File: src/rtl/ddr_serialiser_defs.sv
// rtl/ddr_serialiser_defs.sv - shared helpers and derived sizing for ddr_serialiser
//
// Purpose: clog2 plus the functions the serialiser uses to derive its
// localparams (PAIRS = W/2, CNT_W = clog2(W/2+1)) and to validate W.
// Ports: none (package).
package ddr_serialiser_defs;

  // Ceiling log2; clog2(1) = 0.
  function automatic int clog2(input int value);
    int r;
    int v;
    r = 0;
    v = value - 1;
    while (v > 0) begin
      r = r + 1;
      v = v >> 1;
    end
    return r;
  endfunction

  // Number of rise/fall pairs a W-bit word occupies.
  function automatic int pairs_of(input int w);
    return w / 2;
  endfunction

  // Width of the pair counter: must hold 0..W/2.
  function automatic int cnt_width(input int w);
    int r;
    r = clog2(w / 2 + 1);
    return (r < 1) ? 1 : r;
  endfunction

  // W must be even and at least 2 so every word splits into whole pairs.
  function automatic bit w_is_valid(input int w);
    return (w >= 2) && ((w % 2) == 0);
  endfunction

endpackage

File: src/rtl/ddr_serialiser.sv
// rtl/ddr_serialiser.sv - parallel-to-DDR serialiser feeding a DDR output cell
//
// Purpose: accepts W-bit words on a valid/ready handshake and emits them MSB
// first as two bits per clock (d_rise, d_fall). Consecutive words stream with
// no gap; idle cycles drive IDLE_LEVEL on both bits.
// Optional feature: define DDR_SERIALISER_UNDERFLOW_EN to add a sticky
// underflow flag for bursts that end without in_last.
//
// Ports:
//   clk            in   clock (also the DDR cell clock)
//   rst            in   asynchronous active-high reset
//   in_data  [W]   in   word to serialise, MSB sent first
//   in_last        in   final word of a burst (used only with underflow)
//   in_valid       in   word present
//   in_ready       out  word can be accepted this cycle
//   d_rise         out  bit for the rising half-cycle
//   d_fall         out  bit for the falling half-cycle
//   e              out  DDR cell clock enable, 1 from the first edge after reset
//   busy           out  a word is being shifted out
//   underflow_clr  in   clear sticky underflow (optional)
//   underflow      out  sticky underflow flag (optional)
module ddr_serialiser
  import ddr_serialiser_defs::*;
#(
  parameter int   W          = 10,
  parameter logic IDLE_LEVEL = 1'b0
) (
  input  logic         clk,
  input  logic         rst,
  input  logic [W-1:0] in_data,
  input  logic         in_last,
  input  logic         in_valid,
  output logic         in_ready,
  output logic         d_rise,
  output logic         d_fall,
  output logic         e,
  output logic         busy
`ifdef DDR_SERIALISER_UNDERFLOW_EN
  ,
  input  logic         underflow_clr,
  output logic         underflow
`endif
);

  localparam int PAIRS = pairs_of(W);
  localparam int CNT_W = cnt_width(W);

  if (!w_is_valid(W)) begin : g_bad_w
    $error("ddr_serialiser: W must be even and >= 2");
  end

  logic [W-1:0]     sr;
  logic [W-1:0]     sr_nxt;
  logic [CNT_W-1:0] cnt;
  logic [CNT_W-1:0] cnt_nxt;
  logic             accept;
  logic             active_nxt;

  // Ready on the last pair as well as when idle, so the reload lands on the
  // edge that retires the last pair and the stream stays gapless.
  assign in_ready = (cnt == '0) || (cnt == CNT_W'(1));
  assign accept   = in_valid && in_ready;

  always_comb begin
    sr_nxt  = sr;
    cnt_nxt = cnt;
    if (accept) begin
      sr_nxt  = in_data;
      cnt_nxt = CNT_W'(PAIRS);
    end else if (cnt != '0) begin
      sr_nxt  = sr << 2;
      cnt_nxt = cnt - CNT_W'(1);
    end
  end

  assign active_nxt = (cnt_nxt != '0);

  // The output bits are flops loaded from next state, so the DDR cell sees
  // clean registered data and a reset forces the idle level at once.
  always_ff @(posedge clk or posedge rst) begin
    if (rst) begin
      sr     <= '0;
      cnt    <= '0;
      d_rise <= IDLE_LEVEL;
      d_fall <= IDLE_LEVEL;
      busy   <= 1'b0;
      e      <= 1'b0;
    end else begin
      sr     <= sr_nxt;
      cnt    <= cnt_nxt;
      d_rise <= active_nxt ? sr_nxt[W-1] : IDLE_LEVEL;
      d_fall <= active_nxt ? sr_nxt[W-2] : IDLE_LEVEL;
      busy   <= active_nxt;
      e      <= 1'b1;
    end
  end

`ifdef DDR_SERIALISER_UNDERFLOW_EN
  logic last_r;
  logic underflow_set;

  // Final pair of a non-last word retires with nothing to follow it.
  assign underflow_set = (cnt == CNT_W'(1)) && !accept && !last_r;

  always_ff @(posedge clk or posedge rst) begin
    if (rst) begin
      last_r    <= 1'b0;
      underflow <= 1'b0;
    end else begin
      if (accept) begin
        last_r <= in_last;
      end
      if (underflow_set) begin
        underflow <= 1'b1;
      end else if (underflow_clr) begin
        underflow <= 1'b0;
      end
    end
  end
`else
  logic unused_in_last;
  assign unused_in_last = in_last;
`endif

endmodule

File: config.mk
export PLATFORM = sky130hd
export DESIGN_NAME = ddr_serialiser
export DESIGN_NICKNAME = d
export VERILOG_FILES = /design/src/rtl/ddr_serialiser_defs.sv /design/src/rtl/ddr_serialiser.sv
export SDC_FILE = /design/constraint.sdc
export NUM_CORES = 1
export LEC_CHECK = 0
export CAP_MARGIN = 20
export CORE_MARGIN = 2
export CORE_UTILIZATION = 48
export CTS_CLUSTER_SIZE = 40
export DETAILED_ROUTE_END_ITERATION = 8
export HOLD_SLACK_MARGIN = 0.08
export PLACE_DENSITY = 0.77
export REMOVE_ABC_BUFFERS = 1
export SLEW_MARGIN = 10
export SYNTH_ARGS = -nofsm -noshare
export SYNTH_HDL_FRONTEND = slang
export SYNTH_SLANG_ARGS = --single-unit
File: constraint.sdc
create_clock -name clk -period 2.1 [get_ports clk]
set_input_delay 0.315 -clock clk [delete_from_list [all_inputs] [get_ports clk]]
set_output_delay 0.315 -clock clk [all_outputs]
set_load 0.005 [all_outputs]
### Yosys cells after proc, flatten, opt, wreduce, memory -nomap -nowiden

Index checks and enable logic that the tools add are counted.

* add/sub/neg operators: 1
* equality and inequality tests: 1
* muxes and demuxes: 6
* reductions and logical operators: 6

Operators by type and width (number)
* two-way mux 10 bit: 2
* two-way mux 3 bit: 2
* nonzero test 3 bit: 2
* == test 3 x 1 -> 1 bit, second input constant: 1
* logical NOT 3 bit: 1
* subtractor 3 x 1 -> 3 bit, second input constant: 1
* two-way mux 1 bit: 2
* nonzero test 2 bit: 1
* logical AND 1 bit: 1
* logical OR 1 bit: 1

* bits in registers: 17
* word-level logic and storage cells: 21

### Logic depth before layout (Yosys ltp)

Gate-level depths: netlist (run 1).

* depth in word-level cells: 6
* depth in mapped cells: 6
* depth with buffers taken out: 5

### Worst setup path after synthesis (run 1)

Ideal clock, no wire load.

* kind: reg-to-reg
* start: reg cnt[0]
* end: reg sr[3]
* library setup time: 126 ps
* data arrival time: 1497 ps
* required time: 1974 ps
* setup slack: 477 ps
* cell stages (with the launch flop): 7
* buffers on the path: 1
* period minus slack after synthesis: 1623 ps
* cell sequence: dfrtp_1 -> inv_1 -> ha_1 -> o21ba_4 -> buf_2 -> and3_1 -> a221o_1

* cells in the longest elaborated chain, start to end: 4
* elaborated cells between the ends (all ways): 7

Ends and longest elaborated chain
* start, declared: line ddr_serialiser.sv:54 `logic [CNT_W-1:0] cnt;`
* start signal, assigned: line ddr_serialiser.sv:90 `cnt <= cnt_nxt;`
* == test 3 x 1 -> 1 bit or logical NOT 3 bit (tied branches): line ddr_serialiser.sv:61 `assign in_ready = (cnt == '0) || (cnt == CNT_W'(1));`
* logical OR 1 bit *: line ddr_serialiser.sv:61
* net in_ready: line ddr_serialiser.sv:33 `output logic in_ready,`
* logical AND 1 bit *: line ddr_serialiser.sv:62 `assign accept = in_valid && in_ready;`
* two-way mux 10 bit or nonzero test 2 bit (tied branches)
* end signal, assigned: line ddr_serialiser.sv:89 `sr <= sr_nxt;`
* end, declared: line ddr_serialiser.sv:52 `logic [W-1:0] sr;`

The timed path passes the listed nets; every way through them passes the cells marked *.
A chain may end at the register's enable or synchronous reset.

### Worst setup path after layout (run 1)

* start: reg cnt[1]
* end: out in_ready

* cells in the longest elaborated chain, start to end: 2
* elaborated cells between the ends (all ways): 3

Ends and longest elaborated chain (line)
* == test 3 x 1 -> 1 bit or logical NOT 3 bit (tied branches): ddr_serialiser.sv:61
* logical OR 1 bit *: ddr_serialiser.sv:61
* end, declared: ddr_serialiser.sv:33

Mark *: on every way between the ends. The rest lies on a longest branch, timed or not.

==> flow_summary.yaml, run 1 <==
status:
  status: "complete, no violations"
power_and_ir_drop:
  switching_power_w: 0.0005197
  leakage_nw: 0.4949
  p_per_area_nw_per_um2: 1311
  comb_power_share_pct: 49.8
  seqPwrFrac_pct: 37.3
  p_total_w: 0.001396
  vdd_ir_drop_max_mv: 0.7735
  swShare_pct: 37.23
  pwr-share-clk_pct: 12.8
  p_int_w: 0.0008764
clock_network:
  cts_buffers: 3
  hold_buffers: 0
  cts.sinks: 17
  cts-htree-levels: 1
  cts_tree: "yes"
  cts.clk_slew.worst_paths_ns: 0.10
  root_buffer: "clkbuf_4"
  clk_latency_ns: 0.29
  clk_path_buf_depth: 2
logic_synthesis:
  yosys.cell_count.top_type: "dfrtp_1"
  async_flop_share_pct: 100.0
  synth_area_per_cell_um2: 10.76
  ys_warn_count: 0
  yosys.area.top_type: "dfrtp_1"
  seq_area_frac_synth_pct: 50.67
  synthFlopType: "dfrtp_1"
  synth_edf_count: 0
  synth_cells: 78
  syn_area_um2: 839.6
  ys_ff_latch: 17
  synth.area.top_cells: "dfrtp_1 51%, a221o_1 7.2%, mux2i_1 4.8%"
  ys_types: 26
  synth_top_area_share_pct: 50.67
  yosys-top-cells-count: "17 x dfrtp_1, 6 x a221o_1, 6 x and3_1, 6 x inv_1, 6 x nor2_1"
timing:
  final_hold_viol_count: 0
  clock.fmax_mhz: 498.1
  setup_viol: 0
  holdWs_ns: 0.3909
  finClkSkew_ns: 0.003307
  maxSlewHeadroom_pct: 57.43
  min_period_ns: 2.008
  rsz0062_at_grt: "no"
  tightestPinTransition_ns: 0.6378
  final.period_utilization_pct: 95.61
  setup_tns_ns: 0
  drv_slew: 0
grt:
  grt_max_degree: 18
  grt_usage_pct: 19.23
  antenna_found_initial: 0
  overflow: 0
  grt_pass1_vias: 616
  grt_pass1_wl_mm: 2.766
critical_path:
  timing.rr.start: "cnt[1]"
  r2r_end: "sr[4]"
  cpPeakStageDelay_ns: 0.50
  path_max_fanout: 3
  startpoint: "cnt[1]"
  critPathArrivalTime_ns: 1.69
  crit_chain: "inv_1 > ha_1 > o21ba_4 > clkdlybuf4s50_1"
  worstPathRequired_ns: 1.78
  critPathCaptureType: "output port"
  cp_slowest_cell: "clkdlybuf4s50_1"
  setup.worst_path.end: "in_ready"
  critical_path_class: "reg2out"
  ff2ff_setup_slack_ns: 0.30
  reg2regPathDepth: 6
  critPathLaunchType: "flop"
placed_design:
  place_area_um2: 1018
  dp_cells: 110
  gp_congestion: 0.8274
  dp_hpwl_mm: 1.280
  port_buffers: 17
drt:
  first_pass_iters: 4
  dr_wl_met3_um: 72
  via_per_inst: 5.774
  antenna_left: 0
  wire_per_inst_um: 15.40
  vias: 664
  route.detailed.drc: 0
  routed_wl_mm: 1.771
  wl_met1_um: 822
  dr_wl_met2_um: 843
  drt-initial-drc-count: 19
  highest_layer: "met4"
cells_and_area:
  drive_gt1_share_pct: 10.20
  finalNetCount: 116
  syn_to_final_growth_pct: 26.83
  fin_cells: 115
  fin_area_um2: 1065
  antenna_cells: 0
die:
  dieWidth_um: 45.82
  io_pins: 19
  die_area_um2: 2099
  rows: 15
  core_area_um2: 1689
  initial_core_util_pct: 49.70
  die_h_um: 45.82
min_path:
  hold_class: "in2async"
job:
  maxCapViolCount: 0
power groups by stage:
stage	clock, W	sequential [W]	combinational, W
after global placement	0	0.000521	0.000619
after global routing	0.000200	0.000540	0.000771
after floorplan	0	0.000507	0.000461
final	0.000179	0.000521	0.000696
after detailed placement	0	0.000527	0.000643
after CTS	0.000187	0.000521	0.000672
per-stage QoR:
step                setup slack [ns]  utilization, %
floorplan                     0.5036               -
CTS                          0.02427           62.44
global placement              0.2260           60.30
global route                 0.03252           63.04
detailed placement            0.1873           60.30
finish                       0.09220           63.04
critical path, delay by kind of cell, from the launching register on:
family | cells | cell delay [ns]
AO/OA/AOI/OAI | 1 | 0.15
adder cells (fa/ha/maj) | 1 | 0.19
flip-flops | 1 | 0.41
buffers and inverters | 2 | 0.65
worst min-delay path by stage:
stage                      from      to  slack (ns)  cells after the start
after floorplan             rst    busy        0.24                      1
after global placement    sr[0]   sr[2]        0.49                      1
after detailed placement  sr[0]   sr[2]        0.50                      1
after CTS                   rst  cnt[0]        0.41                      2
after global routing        rst  cnt[0]        0.46                      2
final                       rst       e        0.39                      2
routing by layer:
| layer | global-route usage (%) | vias to the layer above |
|---|---|---|
| met5 | 0 | - |
| met4 | 10.86 | 0 |
| met3 | 4.365 | 4 |
| met2 | 28.73 | 18 |
| met1 | 25.43 | 321 |
| li1 | - | 321 |
state kept, by name, indices dropped and copies added (netlist names):
signal	cells
e	1
cnt	3
busy	1
d_fall	1
d_rise	1
sr	10
cells in the final DEF, fill, tap and decap left out, drive strengths merged, types with 3 or more instances in the layout:
| cell type | n |
|---|---|
| nor2 | 6 |
| and3 | 6 |
| nand3 | 4 |
| nand2 | 3 |
| a21oi | 3 |
| dfrtp | 17 |
| a221o | 6 |
| inv | 6 |
| clkdlybuf4s50 | 17 |
| ha | 3 |
| mux2i | 4 |
| clkbuf | 4 |
cells by family (layout without fill, tap and decap cells):
logic type / after synthesis / count (layout) / synth area share, %
compound gates: 18 / 18 / 17.74
fa+ha+maj: 3 / 3 / 4.471
buf+inv: 9 / 29 / 5.066
other cells: 1 / 1 / 0.4467
flops: 17 / 17 / 50.67
simple gates: 26 / 26 / 16.84
mux: 4 / 4 / 4.769
cell type report:
| cell class | instances | area (µm²) |
|---|---|---|
| clock buffer | 4 | 26.28 |
| fill | 150 | 624.3 |
| inverter | 6 | 22.52 |
| multi-input combinational | 52 | 384.1 |
| sequential | 17 | 425.4 |
| tap | 17 | 21.27 |
| timing repair buffer | 19 | 185.2 |
what timing repair did:
item,4_1_cts,5_1_grt
pin swaps,1,0
endpoints found under the setup margin,1,1
gates cloned,0,0
gates resized for setup,1,2
buffers inserted,1,0
Note: power is estimated with default switching activity, not from simulation.
==> inputs of run 2 (changes only) <==
Settings changed: CORE_ASPECT_RATIO from default to 0.9.
==> flow_summary.yaml, run 2 (synthesis results as in run 1) <==
grt:
  antenna_found_initial: 0
  grt_pass1_vias: 656
  top_usage_layer: "met2"
  grtUsageMet2_pct: 31.73
  use_met1_pct: 23.32
  grt_max_degree: 18
  overflow: 0
  grt_usage_pct: 19.04
  grt_pass1_wl_mm: 2.766
  use_met3_pct: 2.500
drt:
  routed_wl_mm: 1.649
  antenna_left: 0
  drt-initial-drc-count: 21
  route.detailed.drc: 0
  via_per_inst: 5.410
  wire_per_inst_um: 13.52
  vias: 660
  first_pass_iters: 4
power_and_ir_drop:
  pwr-share-clk_pct: 12.2
  p_per_area_nw_per_um2: 1290
  switching_power_w: 0.0005131
  comb_power_share_pct: 50.4
  vdd_ir_drop_max_mv: 0.8234
  p_int_w: 0.0008735
  swShare_pct: 37.00
  leakage_nw: 0.4987
  seqPwrFrac_pct: 37.4
  p_total_w: 0.001387
timing:
  rsz0062_at_grt: "no"
  tightestPinTransition_ns: 0.6224
  setup_viol: 0
  finClkSkew_ns: 0.006680
  setup_tns_ns: 0
  drv_slew: 0
  min_period_ns: 1.990
  maxSlewHeadroom_pct: 58.46
  final_hold_viol_count: 0
  clock.fmax_mhz: 502.5
  final.period_utilization_pct: 94.76
clock_network:
  cts.clk_slew.worst_paths_ns: 0.10
  root_buffer: "clkbuf_4"
  cts.sinks: 17
  clk_latency_ns: 0.29
  cts_tree: "yes"
  cts-htree-levels: 1
  hold_buffers: 0
  clk_path_buf_depth: 2
  cts_buffers: 3
critical_path:
  startpoint: "cnt[0]"
  worstPathRequired_ns: 1.78
  path_depth: 4
  critical_path_class: "reg2out"
  critPathLaunchType: "flop"
  r2r_end: "sr[3]"
  critical_path.top_delay_family: "buffers and inverters"
  critPathCaptureType: "output port"
  critPathArrivalTime_ns: 1.68
  setup.worst_path.end: "in_ready"
  cp_slowest_cell: "clkdlybuf4s50_1"
  timing.rr.start: "cnt[1]"
  reg2regPathDepth: 6
  crit_chain: "inv_1 > ha_4 > o21ba_4 > clkdlybuf4s50_1"
  path_buf_inv: 2
  path_max_fanout: 7
  cpPeakStageDelay_ns: 0.48
  ff2ff_setup_slack_ns: 0.27
placed_design:
  gp_congestion: 0.7549
  dp_hpwl_mm: 1.247
  port_buffers: 17
  dp_cells: 117
status:
  status: "complete, no violations"
min_path:
  hold_class: "in2async"
job:
  maxCapViolCount: 0
die:
  io_pins: 19
  die_area_um2: 2100
  die_h_um: 43.68
  rows: 14
  core_area_um2: 1664
  dieWidth_um: 48.09
  initial_core_util_pct: 50.45
cells_and_area:
  fill_cells: 141
  finalNetCount: 116
  largest_reg_flops: 10
  fin_cells: 122
  syn_to_final_growth_pct: 28.02
  layout_common_cells: "17 x dfrtp_1, 17 x clkdlybuf4s50_1"
  antenna_cells: 0
  top_regs: "sr (10), cnt (3)"
  drive_gt1_share_pct: 10.20
  top_register: "sr"
## run 2: cell types whose count changed in the layout (fill, tap and decap cells not counted), sizes merged
cell,delta
clkbuf,-1
clkinv,+1
## run 2: what timing repair did
item / CTS / global route
hold endpoints to repair: 0 / 0
setup endpoints to repair: 1 / 1
setup buffers: 1 / 0
gates resized for setup: 1 / 1
pin swaps: 1 / 0
## run 2: layout make-up
cell class	instances	area [µm²]	area share, %
Multi-Input combinational cell	52	384.1	35.74
Sequential cell	17	425.4	39.58
Tap cell	24	30.03	2.794
Clock inverter	1	5.005	0.4657
Timing Repair Buffer	19	185.2	17.23
Clock buffer	3	22.52	2.095
Inverter	6	22.52	2.095
## run 2: metal layers
metal | part of all wire [%] | vias to the layer above
met2 | 51 | 18
li1 | - | 322
met1 | 44 | 318
met3 | 3.2 | 2
met5 | 0 | -
met4 | 1.2 | 0
## run 2: power by group through the flow
stage	logic, W	registers [W]	clock network (W)
floorplan	0.000461	0.000507	0
detailed placement	0.000645	0.000526	0
CTS	0.000674	0.000518	0.000177
finish	0.000698	0.000519	0.000170
global placement	0.000623	0.000521	0
global route	0.000773	0.000535	0.000198
## run 2: worst reg2reg max path, cell delays in order, from the launching register on
cell	delay (ns)
dfrtp_1	0.38
inv_1	0.11
ha_1	0.21
o21ba_4	0.22
buf_4	0.17
a21oi_1	0.45
a221o_1	0.25
## run 2: stage by stage
step	util, %	hold WS (ns)	setup WS [ns]	area (µm²)
final	64.59	0.4005	0.1100	1075
after detailed placement	61.73	0.5016	0.1857	1027
after floorplan	-	0.2411	0.5036	819.5
after global placement	61.73	0.4882	0.2069	1027
after global routing	64.59	0.4700	0.04861	1075
after CTS	63.99	0.4228	0.05690	1065
## run 2: worst min path at each step
stage                     start  depth (start not counted)    end
final                       rst                          2  sr[8]
after global routing        rst                          2  sr[8]
after CTS                   rst                          2  sr[8]
after detailed placement  sr[0]                          1  sr[2]
after global placement    sr[0]                          1  sr[2]
after floorplan             rst                          1   busy
